**src/rtl/div_pkg.sv**
```systemverilog
// rtl/div_pkg.sv - shared constants and state type for the divider
package div_pkg;

    localparam int DIV_WIDTH  = 32;
    localparam int CNT_W      = 6;
    localparam int ITERATIONS = 32;

    typedef enum logic [1:0] {
        IDLE = 2'd0,
        CALC = 2'd1,
        DONE = 2'd2
    } div_state_e;

endpackage

```
**src/rtl/div_step.sv**
```systemverilog
// rtl/div_step.sv - one combinational restoring-division step
module div_step #(
    parameter int WIDTH = 32
) (
    input  logic [WIDTH-1:0] rem_i,
    input  logic             dvd_bit_i,
    input  logic [WIDTH-1:0] dsr_i,
    output logic [WIDTH-1:0] rem_o,
    output logic             q_bit_o
);

    logic [WIDTH:0] shifted;
    logic [WIDTH:0] diff;

    // One extra bit so the borrow of the trial subtraction is visible.
    assign shifted = {rem_i, dvd_bit_i};
    assign diff    = shifted - {1'b0, dsr_i};

    always_comb begin
        q_bit_o = ~diff[WIDTH];
        rem_o   = diff[WIDTH] ? shifted[WIDTH-1:0] : diff[WIDTH-1:0];
    end

endmodule

```
**src/rtl/divider.sv**
```systemverilog
// rtl/divider.sv - 32-iteration restoring divider, signed/unsigned, registered results
module divider
    import div_pkg::*;
#(
    parameter int WIDTH = DIV_WIDTH
) (
    input  logic             div_clk,
    input  logic             resetn,
    input  logic             div,
    input  logic             div_signed,
    input  logic [WIDTH-1:0] x,
    input  logic [WIDTH-1:0] y,
    output logic [WIDTH-1:0] s,
    output logic [WIDTH-1:0] r,
    output logic             busy,
    output logic             complete
);

    div_state_e       state_q, state_d;
    logic [CNT_W-1:0] cnt_q, cnt_d;
    logic [WIDTH-1:0] dvd_q, dvd_d;
    logic [WIDTH-1:0] dsr_q, dsr_d;
    logic [WIDTH-1:0] rem_q, rem_d;
    logic [WIDTH-1:0] quo_q, quo_d;
    logic [WIDTH-1:0] x_raw_q, x_raw_d;
    logic             x_neg_q, x_neg_d;
    logic             y_neg_q, y_neg_d;
    logic             sgn_q, sgn_d;
    logic             yzero_q, yzero_d;
    logic [WIDTH-1:0] s_q, s_d;
    logic [WIDTH-1:0] r_q, r_d;

    logic [WIDTH-1:0] step_rem;
    logic             step_q;
    logic [WIDTH-1:0] q_final;

    div_step #(.WIDTH(WIDTH)) u_step (
        .rem_i    (rem_q),
        .dvd_bit_i(dvd_q[WIDTH-1]),
        .dsr_i    (dsr_q),
        .rem_o    (step_rem),
        .q_bit_o  (step_q)
    );

    assign q_final = {quo_q[WIDTH-2:0], step_q};

    always_comb begin
        state_d = state_q;
        cnt_d   = cnt_q;
        dvd_d   = dvd_q;
        dsr_d   = dsr_q;
        rem_d   = rem_q;
        quo_d   = quo_q;
        x_raw_d = x_raw_q;
        x_neg_d = x_neg_q;
        y_neg_d = y_neg_q;
        sgn_d   = sgn_q;
        yzero_d = yzero_q;
        s_d     = s_q;
        r_d     = r_q;

        case (state_q)
            IDLE: begin
                if (div) begin
                    // Magnitudes feed the unsigned core; signs are re-applied at the end.
                    x_neg_d = div_signed & x[WIDTH-1];
                    y_neg_d = div_signed & y[WIDTH-1];
                    dvd_d   = (div_signed & x[WIDTH-1]) ? -x : x;
                    dsr_d   = (div_signed & y[WIDTH-1]) ? -y : y;
                    sgn_d   = div_signed;
                    yzero_d = (y == '0);
                    x_raw_d = x;
                    rem_d   = '0;
                    quo_d   = '0;
                    cnt_d   = '0;
                    state_d = CALC;
                end
            end
            CALC: begin
                rem_d = step_rem;
                quo_d = q_final;
                dvd_d = {dvd_q[WIDTH-2:0], 1'b0};
                cnt_d = cnt_q + 1'b1;
                if (cnt_q == CNT_W'(ITERATIONS - 1)) begin
                    if (yzero_q) begin
                        s_d = '1;
                        r_d = x_raw_q;
                    end else begin
                        s_d = (sgn_q && (x_neg_q ^ y_neg_q)) ? -q_final : q_final;
                        r_d = (sgn_q && x_neg_q) ? -step_rem : step_rem;
                    end
                    state_d = DONE;
                end
            end
            DONE:    state_d = IDLE;
            default: state_d = IDLE;
        endcase
    end

    always_ff @(posedge div_clk or negedge resetn) begin
        if (!resetn) begin
            state_q <= IDLE;
            cnt_q   <= '0;
            dvd_q   <= '0;
            dsr_q   <= '0;
            rem_q   <= '0;
            quo_q   <= '0;
            x_raw_q <= '0;
            x_neg_q <= 1'b0;
            y_neg_q <= 1'b0;
            sgn_q   <= 1'b0;
            yzero_q <= 1'b0;
            s_q     <= '0;
            r_q     <= '0;
        end else begin
            state_q <= state_d;
            cnt_q   <= cnt_d;
            dvd_q   <= dvd_d;
            dsr_q   <= dsr_d;
            rem_q   <= rem_d;
            quo_q   <= quo_d;
            x_raw_q <= x_raw_d;
            x_neg_q <= x_neg_d;
            y_neg_q <= y_neg_d;
            sgn_q   <= sgn_d;
            yzero_q <= yzero_d;
            s_q     <= s_d;
            r_q     <= r_d;
        end
    end

    assign s        = s_q;
    assign r        = r_q;
    assign busy     = (state_q == CALC);
    assign complete = (state_q == DONE);

endmodule

```
**config.mk**
```make
export PLATFORM = sky130hd
export DESIGN_NAME = divider
export DESIGN_NICKNAME = d
export VERILOG_FILES = /design/src/rtl/div_pkg.sv /design/src/rtl/div_step.sv /design/src/rtl/divider.sv
export SDC_FILE = /design/constraint.sdc
export NUM_CORES = 1
export LEC_CHECK = 0
export CAP_MARGIN = 20
export CORE_ASPECT_RATIO = 0.9
export CORE_MARGIN = 1.5
export CORE_UTILIZATION = 40
export CTS_CLUSTER_SIZE = 12
export DETAILED_ROUTE_END_ITERATION = 12
export GPL_ROUTABILITY_DRIVEN = 0
export REMOVE_ABC_BUFFERS = 1
export SETUP_SLACK_MARGIN = 0.5
export SYNTH_ARGS = -nofsm -noshare
export SYNTH_HDL_FRONTEND = slang
export SYNTH_SLANG_ARGS = --single-unit
```
**constraint.sdc**
```tcl
create_clock -name div_clk -period 14.2 [get_ports div_clk]
set_input_delay 2.84 -clock div_clk [delete_from_list [all_inputs] [get_ports div_clk]]
set_output_delay 2.84 -clock div_clk [all_outputs]
set_load 0.02 [all_outputs]
```
==> Flow_metrics.wiki <==
{| class="wikitable"
! Metric !! Value
|-
| Cells resized by post-CTS repair || 0
|-
| Area of the placeable core || 0.0352 mm^2
|-
| Placed instance area || 0.0161 mm^2
|-
| Number of warnings reported in the yosys synthesis log || 0
|-
| Global route overflow || 0
|-
| Final setup TNS || 0 ps
|-
| Clock Pin Slew Worst Setup and Hold Paths || 60 ps
|-
| Arrival time of the worst setup path || 6490 ps
|-
| Cell area after technology mapping || 0.0144 mm^2
|-
| Post-detailed-placement half-perimeter wirelength || 28300 um
|-
| Post-synth EDFFs || 0
|-
| Share of synthesized registers carrying an async set or reset || 100%
|-
| Wire length per cell after detailed routing || 17.5 um
|-
| Max Transition Viols Final || 0
|-
| Proportion of layout cells with a drive suffix above 1 || 5.37%
|-
| Path type of the worst min-delay path || register to register
|-
| Net count, final || 1890
|-
| Worst setup slack after layout || 8140 ps
|-
| Commonest non-fill, non-tap cells in the layout || sky130_fd_sc_hd__nand2_1, sky130_fd_sc_hd__dfrtp_1, sky130_fd_sc_hd__o21ai_0, sky130_fd_sc_hd__clkdlybuf4s50_1, sky130_fd_sc_hd__a21oi_1
|-
| H-Tree Depth || 1
|-
| Max Cap Violations || 0
|-
| Setup Viol. Count Final || 0
|-
| Maximum buffer depth of the clock tree || 3
|-
| Antenna violations before repair || 1
|-
| Leakage || 7.31 nW
|-
| Max frequency || 165 MHz
|-
| Launch instance of the worst register-to-register path || dvd_q[31]
|-
| Final instance area || 0.0171 mm^2
|-
| Placed insts || 2223
|-
| Commonest register cell after synthesis || sky130_fd_sc_hd__dfrtp_1
|-
| Post-route core utilization || 48.5%
|-
| Largest net degree at the start of global routing || 102
|-
| Avg Cell Area, Syn || 8.46 um^2
|-
| Power density over cell area || 235 mW/mm^2
|-
| Final worst path period share || 42.7%
|-
| Clk sinks || 235
|-
| Crit Path Class || register to register
|-
| Final Hold Fails || 0
|-
| Vias in the first global route || 12.4k
|-
| Routed wire length || 39800 um
|-
| Post-route DRC violation count || 0
|-
| Slew margin rel. || 27.8%
|-
| Total vias in the final route || 12.7k
|-
| Number of storage elements in the synthesis netlist || 235
|-
| Final critical-path required period || 6060 ps
|-
| Number of buffers added by the clock tree synthesis step || 28
|-
| IR drop worst, VDD || 0.127 mV
|-
| Vert. Die Dim || 183 um
|-
| Fin Clk Skew || 14.5 ps
|-
| Slew at the pin closest to its max-slew limit || 1080 ps
|-
| Starting Density || 40.8%
|-
| Worst R2R Path Depth || 23
|-
| Number of standard cells after synthesis || 1696
|-
| Wire length of the first global-routing pass || 65400 um
|-
| Source of the worst hold timing path || x_raw_q[27]
|-
| I/O pins || 134
|-
| Endpoint of the worst register-to-register path || r[30]
|-
| Post-layout instance count excluding filler cells || 2275
|-
| Run status || finished, final reports clean
|-
| Endpoint type of the worst setup path || register
|-
| Setup repair bufs after CTS || 0
|-
| Post-cts hold buffer count || 0
|-
| Clock tree from TritonCTS || built
|-
| Seq/Total Area, Yosys || 41.0%
|-
| Clock latency at the later pin of the worst-skew pair || 550 ps
|-
| WP data required || 14630 ps
|-
| Via density || 5.58
|-
| Number of stages on the worst hold path || 2
|-
| Number of placement rows || 65
|-
| Layout area overhead || 19.0%
|-
| Initial DRC count || 805
|-
| DRT antenna net count || 0
|-
| Post-placement worst setup slack || 8000 ps
|-
| Total routing resource utilization after global routing || 21.7%
|-
| Cell at the root of the clock tree || sky130_fd_sc_hd__clkbuf_16
|-
| Total die area || 0.0370 mm^2
|-
| Count of different cell masters after synthesis || 80
|-
| Register-to-register setup slack || 8140 ps
|-
| 1st-pass router iterations || 8
|-
| CP startpoint kind || register
|-
| Total power || 4.01 mW
|-
| DIE WIDTH || 203 um
|-
| Setup repair after global routing missed its margin || false
|-
| Sink of the worst hold path || x_raw_q[27]
|-
| Commonest non-fill, non-tap cell in the layout || sky130_fd_sc_hd__nand2_1
|-
| Worst Path Max Fanout || 49
|-
| Worst hold margin || 475 ps
|-
| Port Buffers || 133
|}
-- synth_stat cells, drive strengths merged, types with 13 or more instances --
cell type	count	share of area, %
a21oi	133	4.7
a22o	34	2.1
a22oi	28	1.5
a31oi	14	0.61
buf	26	0.92
clkbuf	66	1.7
dfrtp	235	41
ha	37	3.2
inv	60	1.6
mux2i	28	2.0
nand2	288	7.5
nand3	24	0.84
nand4	13	0.57
nor2	127	3.4
nor3	33	1.4
nor4	18	0.78
o21a	14	0.73
o21ai	191	6.7
o31ai	27	1.4
or3	23	1.0
xnor2	71	4.3
xor2	64	3.9
-- logic make-up (layout without fill, tap and decap cells) --
| family | Yosys count | after routing | synth area share [%] |
|---|---|---|---|
| compound gates | 517 | 517 | 22.4 |
| fa+ha+maj | 38 | 38 | 3.36 |
| buf+inv | 152 | 261 | 4.22 |
| simple gates | 588 | 588 | 18.7 |
| xor+xnor | 135 | 135 | 8.24 |
| other cells | 0 | 1 | 0 |
| mux | 31 | 31 | 2.19 |
| flops | 235 | 235 | 41.0 |
-- critical path: stages (launching register included) --
cell	delay (ps)
sky130_fd_sc_hd__dfrtp_1	510
sky130_fd_sc_hd__inv_1	80
sky130_fd_sc_hd__ha_1	200
sky130_fd_sc_hd__inv_1	70
sky130_fd_sc_hd__fa_1	230
sky130_fd_sc_hd__nand3_1	110
sky130_fd_sc_hd__a21oi_1	240
sky130_fd_sc_hd__o21ai_1	140
sky130_fd_sc_hd__a21oi_1	450
sky130_fd_sc_hd__o21a_1	380
sky130_fd_sc_hd__nor2_4	60
sky130_fd_sc_hd__buf_4	330
sky130_fd_sc_hd__inv_2	170
sky130_fd_sc_hd__buf_4	340
sky130_fd_sc_hd__mux2i_1	320
sky130_fd_sc_hd__ha_1	310
sky130_fd_sc_hd__nand2_1	110
sky130_fd_sc_hd__nor4b_1	460
sky130_fd_sc_hd__o32ai_2	230
sky130_fd_sc_hd__nor3_2	300
sky130_fd_sc_hd__and4_1	260
sky130_fd_sc_hd__a31oi_1	100
sky130_fd_sc_hd__xnor2_1	170
sky130_fd_sc_hd__a221o_1	330
-- where the power goes --
part	switching [mW]	internal (mW)	total [mW]
logic	1.30	0.856	2.16
clock network	0.284	0.499	0.783
registers	0.200	0.867	1.07
total	1.79	2.22	4.01
-- worst max-delay path by stage --
stage / from / endpoint / slack (ps)
6_report: dvd_q[31] / r[30] / 8140
5_1_grt: dvd_q[31] / r[30] / 7590
4_1_cts: dvd_q[31] / r[30] / 8200
3_5_place_dp: x[8] / dvd_q[30] / 8000
3_3_place_gp: x[8] / dvd_q[30] / 8060
2_1_floorplan: div / cnt_q[2] / 7640
-- final cells by class --
cell class              count  area (um^2)
fillers                  3444        18100
inverters                  60          225
multi-input cells        1309         7900
clock buffers              43          848
flip-flops and latches    235         5880
well taps                 469          587
clock inverters             8          169
diodes                      1         2.50
repair buffers            150         1460
-- metal layers --
| metal | vias to the layer above | GRT usage [%] | share of wire, % |
|---|---|---|---|
| li1 | 6175 | - | - |
| met1 | 6130 | 30.3 | 46 |
| met2 | 334 | 35.4 | 46 |
| met3 | 53 | 3.13 | 5.3 |
| met4 | 0 | 5.19 | 2.2 |
| met5 | - | 0 | 0 |
-- flip-flops by register name, summed over array words and instances (netlist names) --
name / count
x_neg_q: 1
cnt_q: 6
yzero_q: 1
dsr_q: 32
s: 32
quo_q: 31
sgn_q: 1
y_neg_q: 1
state_q: 2
r: 32
rem_q: 32
dvd_q: 32
x_raw_q: 32
Power figures use the tool's default switching activity.
